**src/rtl/mux_arb_n_pkg.sv**
```systemverilog
// Shared helpers for mux_arb_n: ceiling log2 and the channel-select width.
package mux_arb_n_pkg;

   function automatic int clog2(input int v);
      int r;
      r = 0;
      for (int i = 0; i < 31; i++) begin
         if ((1 << i) < v) r = i + 1;
      end
      return r;
   endfunction

   // A select index is never narrower than one bit, even for a single channel.
   function automatic int sel_w(input int channels);
      return (clog2(channels) < 1) ? 1 : clog2(channels);
   endfunction

endpackage

```
**src/rtl/mux_arb_n_rr_arbiter.sv**
```systemverilog
// Round-robin priority search from ptr upward, modulo N; purely combinational.
// Produces a one-hot grant, its binary index and an any-request flag.
module rr_arbiter #(
   parameter int N = 4,
   parameter int W = 2
) (
   input  logic [N-1:0] req,
   input  logic [W-1:0] ptr,
   output logic [N-1:0] grant,
   output logic [W-1:0] grant_idx,
   output logic         any
);

   int idx;

   always_comb begin
      grant     = '0;
      grant_idx = '0;
      any       = 1'b0;
      idx       = 0;
      for (int k = 0; k < N; k++) begin
         idx = int'(ptr) + k;
         if (idx >= N) idx = idx - N;
         if (!any && req[idx]) begin
            any        = 1'b1;
            grant_idx  = W'(idx);
            grant[idx] = 1'b1;
         end
      end
   end

endmodule

```
**src/rtl/mux_arb_n.sv**
```systemverilog
// N-to-1 arbitrated mux into a single output register; latency 1 cycle, one word per cycle.
// Input acceptance is gated by load_en, so a stalled output holds its word and grants nothing.
module mux_arb_n
   import mux_arb_n_pkg::*;
#(
   parameter int Width      = 32,
   parameter int Channels   = 4,
   parameter int RoundRobin = 1,
   localparam int SelW      = sel_w(Channels)
) (
   input  logic                      clk,
   input  logic                      rst_n,
   input  logic [Channels*Width-1:0] in_data,
   input  logic [Channels-1:0]       in_valid,
   output logic [Channels-1:0]       in_ready,
   input  logic [SelW-1:0]           sel,
   output logic [Width-1:0]          out_data,
   output logic                      out_valid,
   input  logic                      out_ready,
   output logic [SelW-1:0]           out_ch
);

   logic [Width-1:0]    out_data_q, out_data_d;
   logic                out_valid_q, out_valid_d;
   logic [SelW-1:0]     out_ch_q, out_ch_d;
   logic [SelW-1:0]     ptr_q, ptr_d;

   logic                load_en;
   logic                xfer_in;
   logic                gnt_any;
   logic [SelW-1:0]     gnt_idx;
   logic [Channels-1:0] gnt_vec;
   logic [Channels-1:0] rr_grant;
   logic [SelW-1:0]     rr_idx;
   logic                rr_any;
   logic [Width-1:0]    sel_dat;

   rr_arbiter #(
      .N (Channels),
      .W (SelW)
   ) u_rr_arbiter (
      .req       (in_valid),
      .ptr       (ptr_q),
      .grant     (rr_grant),
      .grant_idx (rr_idx),
      .any       (rr_any)
   );

   // Grant selection: never looks at in_data, so in_ready has no data path.
   always_comb begin
      gnt_idx = '0;
      gnt_vec = '0;
      gnt_any = 1'b0;
      if (RoundRobin != 0) begin
         gnt_idx = rr_idx;
         gnt_vec = rr_grant;
         gnt_any = rr_any;
      end else begin
         gnt_idx = sel;
         if (int'(sel) < Channels) begin
            gnt_any      = in_valid[sel];
            gnt_vec[sel] = in_valid[sel];
         end
      end
   end

   always_comb begin
      load_en  = !out_valid_q || out_ready;
      xfer_in  = rst_n && load_en && gnt_any;
      in_ready = xfer_in ? gnt_vec : '0;
      sel_dat  = in_data[int'(gnt_idx)*Width +: Width];
   end

   always_comb begin
      out_data_d  = out_data_q;
      out_ch_d    = out_ch_q;
      ptr_d       = ptr_q;
      out_valid_d = out_valid_q && !out_ready;
      if (xfer_in) begin
         out_data_d  = sel_dat;
         out_ch_d    = gnt_idx;
         out_valid_d = 1'b1;
         ptr_d       = (int'(gnt_idx) == Channels - 1) ? '0 : gnt_idx + SelW'(1);
      end
   end

   always_ff @(posedge clk) begin
      if (!rst_n) begin
         out_data_q  <= '0;
         out_valid_q <= 1'b0;
         out_ch_q    <= '0;
         ptr_q       <= '0;
      end else begin
         out_data_q  <= out_data_d;
         out_valid_q <= out_valid_d;
         out_ch_q    <= out_ch_d;
         ptr_q       <= ptr_d;
      end
   end

   assign out_data  = out_data_q;
   assign out_valid = out_valid_q;
   assign out_ch    = out_ch_q;

endmodule

```
**config.mk**
```make
export PLATFORM = sky130hd
export DESIGN_NAME = mux_arb_n
export DESIGN_NICKNAME = d
export VERILOG_FILES = /design/src/rtl/mux_arb_n_pkg.sv /design/src/rtl/mux_arb_n_rr_arbiter.sv /design/src/rtl/mux_arb_n.sv
export SDC_FILE = /design/constraint.sdc
export NUM_CORES = 1
export LEC_CHECK = 0
export CORE_ASPECT_RATIO = 1.4
export CORE_MARGIN = 3
export CORE_UTILIZATION = 33
export DETAILED_ROUTE_END_ITERATION = 12
export PLACE_DENSITY = 0.78
export SLEW_MARGIN = 20
export SYNTH_ARGS = -nofsm -noshare
export SYNTH_HDL_FRONTEND = slang
export SYNTH_HIERARCHICAL = 1
export SYNTH_SLANG_ARGS = --single-unit
```
**constraint.sdc**
```tcl
create_clock -name clk -period 2.8 [get_ports clk]
set_input_delay 0.28 -clock clk [delete_from_list [all_inputs] [get_ports clk]]
set_output_delay 0.28 -clock clk [all_outputs]
set_load 0.01 [all_outputs]
```
# Word level (Yosys, flattened, before mapping)
# Index checks and enable logic that the tools add are counted.
[op_classes]
n_shift = 1
order_cmp = 12
div = 0
n_reduce_logical = 16
eq_ne = 1
add_sub_neg = 8
bitwise_logic = 3
n_mux = 39
multipliers = 0
[op_table]
columns = ["operator", "n"]
rows = [
  ["greater-or-equal comparator 32 x 1 -> 1 bit, second input constant", 4],
  ["< comparator 32 x 4 -> 1 bit, second input constant", 4],
  ["2-to-1 mux 32 bit", 4],
  ["indexed part select 128 x 8 -> 32 bit", 1],
  ["greater-or-equal comparator 32 x 4 -> 1 bit, second input constant", 3],
  ["subtractor 32 x 4 -> 32 bit, second input constant", 3],
  ["2-to-1 mux 4 bit", 5],
  ["2-to-1 mux 1 bit", 17],
  ["OR 4 bit", 3],
  ["logical AND 1 bit", 10],
  ["2-to-1 mux 2 bit", 5],
  ["binary-select mux 1 bit (select 2 bit)", 4],
  ["demux 1 bit (select 2 bit)", 4],
  ["adder 2 x 2 -> 3 bit, second input constant", 2],
  ["zero test 1 bit", 5],
  ["subtractor 2 x 3 -> 4 bit, second input constant", 1],
  ["adder 2 x 1 -> 3 bit, second input constant", 1],
  ["greater-or-equal comparator 2 x 3 -> 1 bit, second input constant", 1],
  ["adder 2 x 1 -> 2 bit, second input constant", 1],
  ["== test 2 x 1 -> 1 bit, second input constant", 1],
  ["logical OR 1 bit", 1],
]
[totals]
romBits = 0
word_cells = 84
latch_bits = 0
n_memories = 0
ramBits = 0
register_bits = 37
input_bits = 137
output_inout_bits = 39

# Longest topological paths before layout
[logic_depth]
word_depth = 17
mapped_depth = 13
mapped_depth_nobuf = 9

# By module
# Netlist, hierarchy kept.
[modules_own_cells]
columns = ["mod", "instances", "area_each_um2", "cells_each", "seq_area_each_um2"]
rows = [
  ["mux_arb_n", 1, 2163.3, 213, 740.7],
  ["rr_arbiter", 1, 460.4, 48, 0.0],
]

# Least setup slack after synthesis
# Ideal clock, no wire load.
[synth_timing]
path_type = "register -> register"
startpoint = "reg ptr_q[0]"
endpoint = "reg out_data_q[1] (netlist: out_data[1])"
stages_incl_launch_ff = 14
arrival_ns = 2.853
n_path_buf = 4
period_less_slack_ns = 2.982
setup_ns = 0.129
t_required_ns = 2.671
setup_slack_ns = -0.182
path_cell_list = "dfxtp_1 buf_6 inv_1 ha_1 mux4_2 buf_6 and2b_2 o21ai_0 o31ai_1 buf_6 buf_6 mux4_2 nand3_1 o21ai_0"
[synth_via]
elab_chain_cells = 16
elab_cells_between_ends = 43
classes_between = "add/sub: 7; order compare: 4; shift: 1; mux: 24; reduce/logical: 7"
[synth_rtl]
columns = ["item", "line_no", "text"]
rows = [
  ["start, declared", "mux_arb_n.sv:26", "logic [SelW-1:0] ptr_q, ptr_d;"],
  ["start signal, assigned", "mux_arb_n.sv:97", "ptr_q <= ptr_d;"],
  ["parallel branches: the longest is 14 deep, another holds subtractor 32 x 4 -> 32 bit", "-", ""],
  ["2-to-1 mux 2 bit *", "mux_arb_n_rr_arbiter.sv:24", "if (!any && req[idx]) begin"],
  ["net gnt_idx[0]", "mux_arb_n.sv:31", "logic [SelW-1:0] gnt_idx;"],
  ["indexed part select 128 x 8 -> 32 bit *", "mux_arb_n.sv:71", "sel_dat = in_data[int'(gnt_idx)*Width +: Width];"],
  ["end signal, assigned", "mux_arb_n.sv:94", "out_data_q <= out_data_d;"],
  ["end, declared", "mux_arb_n.sv:23", "logic [Width-1:0] out_data_q, out_data_d;"],
]
# Mark *: on every way through the listed nets, which the timed path passes. The select of a mux whose other input is x is not followed.
# A chain may end at the register's enable or synchronous reset.

# Worst setup path after layout
[layout_timing]
startpoint = "reg ptr_q[0]"
endpoint = "reg out_data_q[22] (netlist: out_data[22])"
# The elaborated chain is that of the path after synthesis.

==> results.py <==
metrics = {
    "timing": {
        "worst_slew_margin_rel": 0.5649,
        "worstMarginPinSlew_ps": 652.0,
        "period_needed_ps": 2752,
        "timing.setup.tns_ps": 0,
        "rsz0062_at_grt": "true",
        "slew_violations": 0,
        "finClkSkew_ps": 12.56,
        "min_period_over_period": 0.9828,
        "fmax_ghz": 0.3634,
        "hold_viol_final": 0,
        "finalSetupViolCount": 0,
    },
    "yosys": {
        "netlist_area_um2": 2624,
        "synth_mux_area_frac": 0.3257,
        "synth_edf_count": 0,
        "syn_area_per_cell_um2": 10.05,
        "ys_seq_elements": 37,
        "synthAdderAreaFrac": 0.04292,
        "synthArstFlopShare": 0,
        "yosysWarnings": 6,
        "synth_fp_nets": 407,
        "syn_inst": 261,
        "synth-compound-area-share": 0.1178,
        "synth_top_family_by_area": "multiplexers",
        "synth_flop_cell": "dfxtp_1",
        "ys_seq_area_frac": 0.2823,
        "synth_xor_area_frac": 0,
        "yosysUniqueCellTypes": 32,
        "synth-simple-area-share": 0.1655,
    },
    "critical_path": {
        "end_kind": "register",
        "critPathMaxStageDelay_ps": 510,
        "worstSetupPathType": "reg2reg",
        "arrival_ps": 2900,
        "reg2regPathDepth": 10,
        "rr_startpoint": "ptr_q[0]$_SDFFE_PN0P_",
        "path_max_fanout": 5,
        "worstSetupStartpointType": "register",
        "crit_slowest_cell": "mux4_2",
        "worstReg2RegEnd": "out_data[22]$_SDFFE_PN0P_",
        "crit_path_frequent_cell": "mux4_2",
        "cp.required_ps": 2950,
        "rrSetupSlack_ps": 50,
        "path_cells": "inv_4 -> ha_4 -> mux4_2 -> buf_6 -> a21oi_2 -> o31ai_4 -> clkbuf_16 -> mux4_2 -> nand3_2 -> o21ai_0",
    },
    "final_layout": {
        "final_cell_mix": "169 x clkdlybuf4s50_1, 37 x nand2_1, 35 x mux4_2, 35 x dfxtp_1, 30 x nand3_1",
        "nNetsFinal": 593,
        "area.growth.synth_to_final_pct": 84.41,
        "drive_gt1_frac": 0.2254,
        "antenna_cells": 0,
        "final_common_cell": "clkdlybuf4s50_1",
    },
    "cts": {
        "clk_pin_slew_ps": 90,
        "cts_root_buf": "clkbuf_8",
        "cts_buffer_depth": 2,
        "htreeDepth": 2,
        "cts_tree": "yes",
        "clock_sinks": 37,
        "cts_buffers": 5,
        "clk-insertion-delay-late_ps": 290,
    },
    "route": {
        "avgViaCountPerCell": 5.235,
        "routed_wl_mm": 9.596,
        "wire_per_inst_um": 17.61,
        "drt_first_iter_violations": 122,
        "route.vias.total": 2853,
        "drtAntennaViolNets": 0,
        "drc": 0,
        "dr.pass1.iters": 4,
    },
    "floorplan": {
        "die_w_um": 81.36,
        "io_pins": 176,
        "start_util": 0.3477,
        "die_area_um2": 9072,
        "rows": 37,
        "core_um2": 7546,
        "die_height_um": 111.5,
    },
    "global_routing": {
        "grt_remaining_overflow": 0,
        "grt_max_degree": 36,
        "antenna_found_initial": 0,
        "grt_pass1_wl_mm": 14.43,
        "grt_pass1_vias": 2993,
        "track_usage": 0.2039,
    },
    "status": {
        "status": "completed",
    },
    "power": {
        "peakVddDrop_v": 0.0005662,
        "powerDensity_nw_per_um2": 934.3,
        "cellLeakagePower_uw": 0.001800,
        "power_uw": 4521,
    },
    "placement": {
        "dpl.hpwl_mm": 7.358,
        "numPortBuffers": 173,
        "finalWeightedCongestion": 0.8074,
    },
    "hold_path": {
        "min_path_type": "reg2reg",
        "holdPathStages": 2,
        "worstHoldStart": "out_data[8]$_SDFFE_PN0P_",
        "min_to": "out_data[8]$_SDFFE_PN0P_",
    },
    "flow_run": {
        "maxCapViolCount": 0,
    },
}
-- flip-flops by register name, indices dropped and copies added (netlist names) --
| register | count |
|---|---|
| out_ch | 2 |
| out_valid | 1 |
| ptr_q | 2 |
| out_data | 32 |
-- critical path, delay by kind of cell (launching register included) --
family | cells | cell delay, ps
AND/OR/NAND/NOR | 1 | 80
buffers and inverters | 3 | 460
multiplexers | 2 | 830
adder cells (fa/ha/maj) | 1 | 260
flip-flops | 1 | 400
AO/OA/AOI/OAI | 3 | 580
-- timing repair --
| action | 4_1_cts | 5_1_grt |
|---|---|---|
| buffers inserted | 4 | 5 |
| hold buffers | 0 | 0 |
| gates cloned | 0 | 2 |
| resized for setup | 5 | 37 |
| endpoints found under the hold margin | 0 | 0 |
| pin swaps | 0 | 2 |
| setup endpoints to repair | 5 | 37 |
-- layer usage --
layer | global-route usage | routed length (um) | part of all wire | vias up
li1 | - | - | - | 1361
met4 | 0.05862 | 175 | 0.018 | 0
met2 | 0.4064 | 5583 | 0.58 | 110
met3 | 0.03641 | 615 | 0.064 | 13
met1 | 0.2031 | 3221 | 0.34 | 1369
met5 | 0 | 0 | 0 | -
-- layout make-up --
| type | instances | area, um^2 |
|---|---|---|
| Sequential cell | 37 | 748.2 |
| Multi-Input combinational cell | 193 | 1788 |
| Clock buffer | 5 | 68.82 |
| Timing Repair Buffer | 205 | 2022 |
| Fill cell | 613 | 2708 |
| Inverter | 5 | 21.27 |
| Tap cell | 97 | 121.4 |
| Clock inverter | 3 | 68.82 |
-- worst max path at each step --
stage	startpoint	to	cells past startpoint
floorplan	ptr_q[1]$_SDFFE_PN0P_	out_data[10]$_SDFFE_PN0P_	12
finish	ptr_q[0]$_SDFFE_PN0P_	out_data[22]$_SDFFE_PN0P_	10
CTS	ptr_q[1]$_SDFFE_PN0P_	ptr_q[0]$_SDFFE_PN0P_	10
detailed placement	in_valid[3]	out_data[25]$_SDFFE_PN0P_	9
global route	ptr_q[0]$_SDFFE_PN0P_	ptr_q[0]$_SDFFE_PN0P_	10
global placement	in_valid[3]	out_data[25]$_SDFFE_PN0P_	9
-- Yosys cell counts (5+ instances only) --
cell type / n / area, um^2
a22oi_1: 8 / 60.06
buf_2: 6 / 30.03
buf_6: 5 / 56.30
clkbuf_1: 10 / 37.54
dfxtp_1: 37 / 740.7
ha_1: 9 / 112.6
inv_1: 5 / 18.77
mux4_2: 33 / 743.2
nand2_1: 37 / 138.9
nand3_1: 35 / 175.2
nor2_1: 5 / 18.77
o21ai_0: 40 / 200.2
-- where the power goes --
part           switching [uW]  internal (uW)  leakage, uW
clock network             206            359    0.0000687
registers                 140            789     0.000309
logic                    1260           1770      0.00142
total                    1600           2920      0.00180
-- through the flow --
| step | setup WS (ps) | hold WS, ps | instances | util | area (um^2) |
|---|---|---|---|---|---|
| final | 48.07 | 449.6 | 545 | 0.6412 | 4838 |
| after global routing | -32.58 | 476.3 | 545 | 0.6412 | 4838 |
| after CTS | 13.54 | 458.0 | 538 | 0.6256 | 4721 |
| after detailed placement | -285.8 | 447.4 | 526 | 0.6037 | 4556 |
| after global placement | -188.3 | 440.6 | 526 | 0.6037 | 4556 |
| after floorplan | 5.110 | 472.6 | 261 | - | 2661 |
-- kinds of logic after synthesis --
family | Yosys count
mux | 39
buf+inv | 31
fa+ha+maj | 9
simple gates | 90
flops | 37
compound gates | 55
Note: power is estimated with default switching activity, not from simulation.
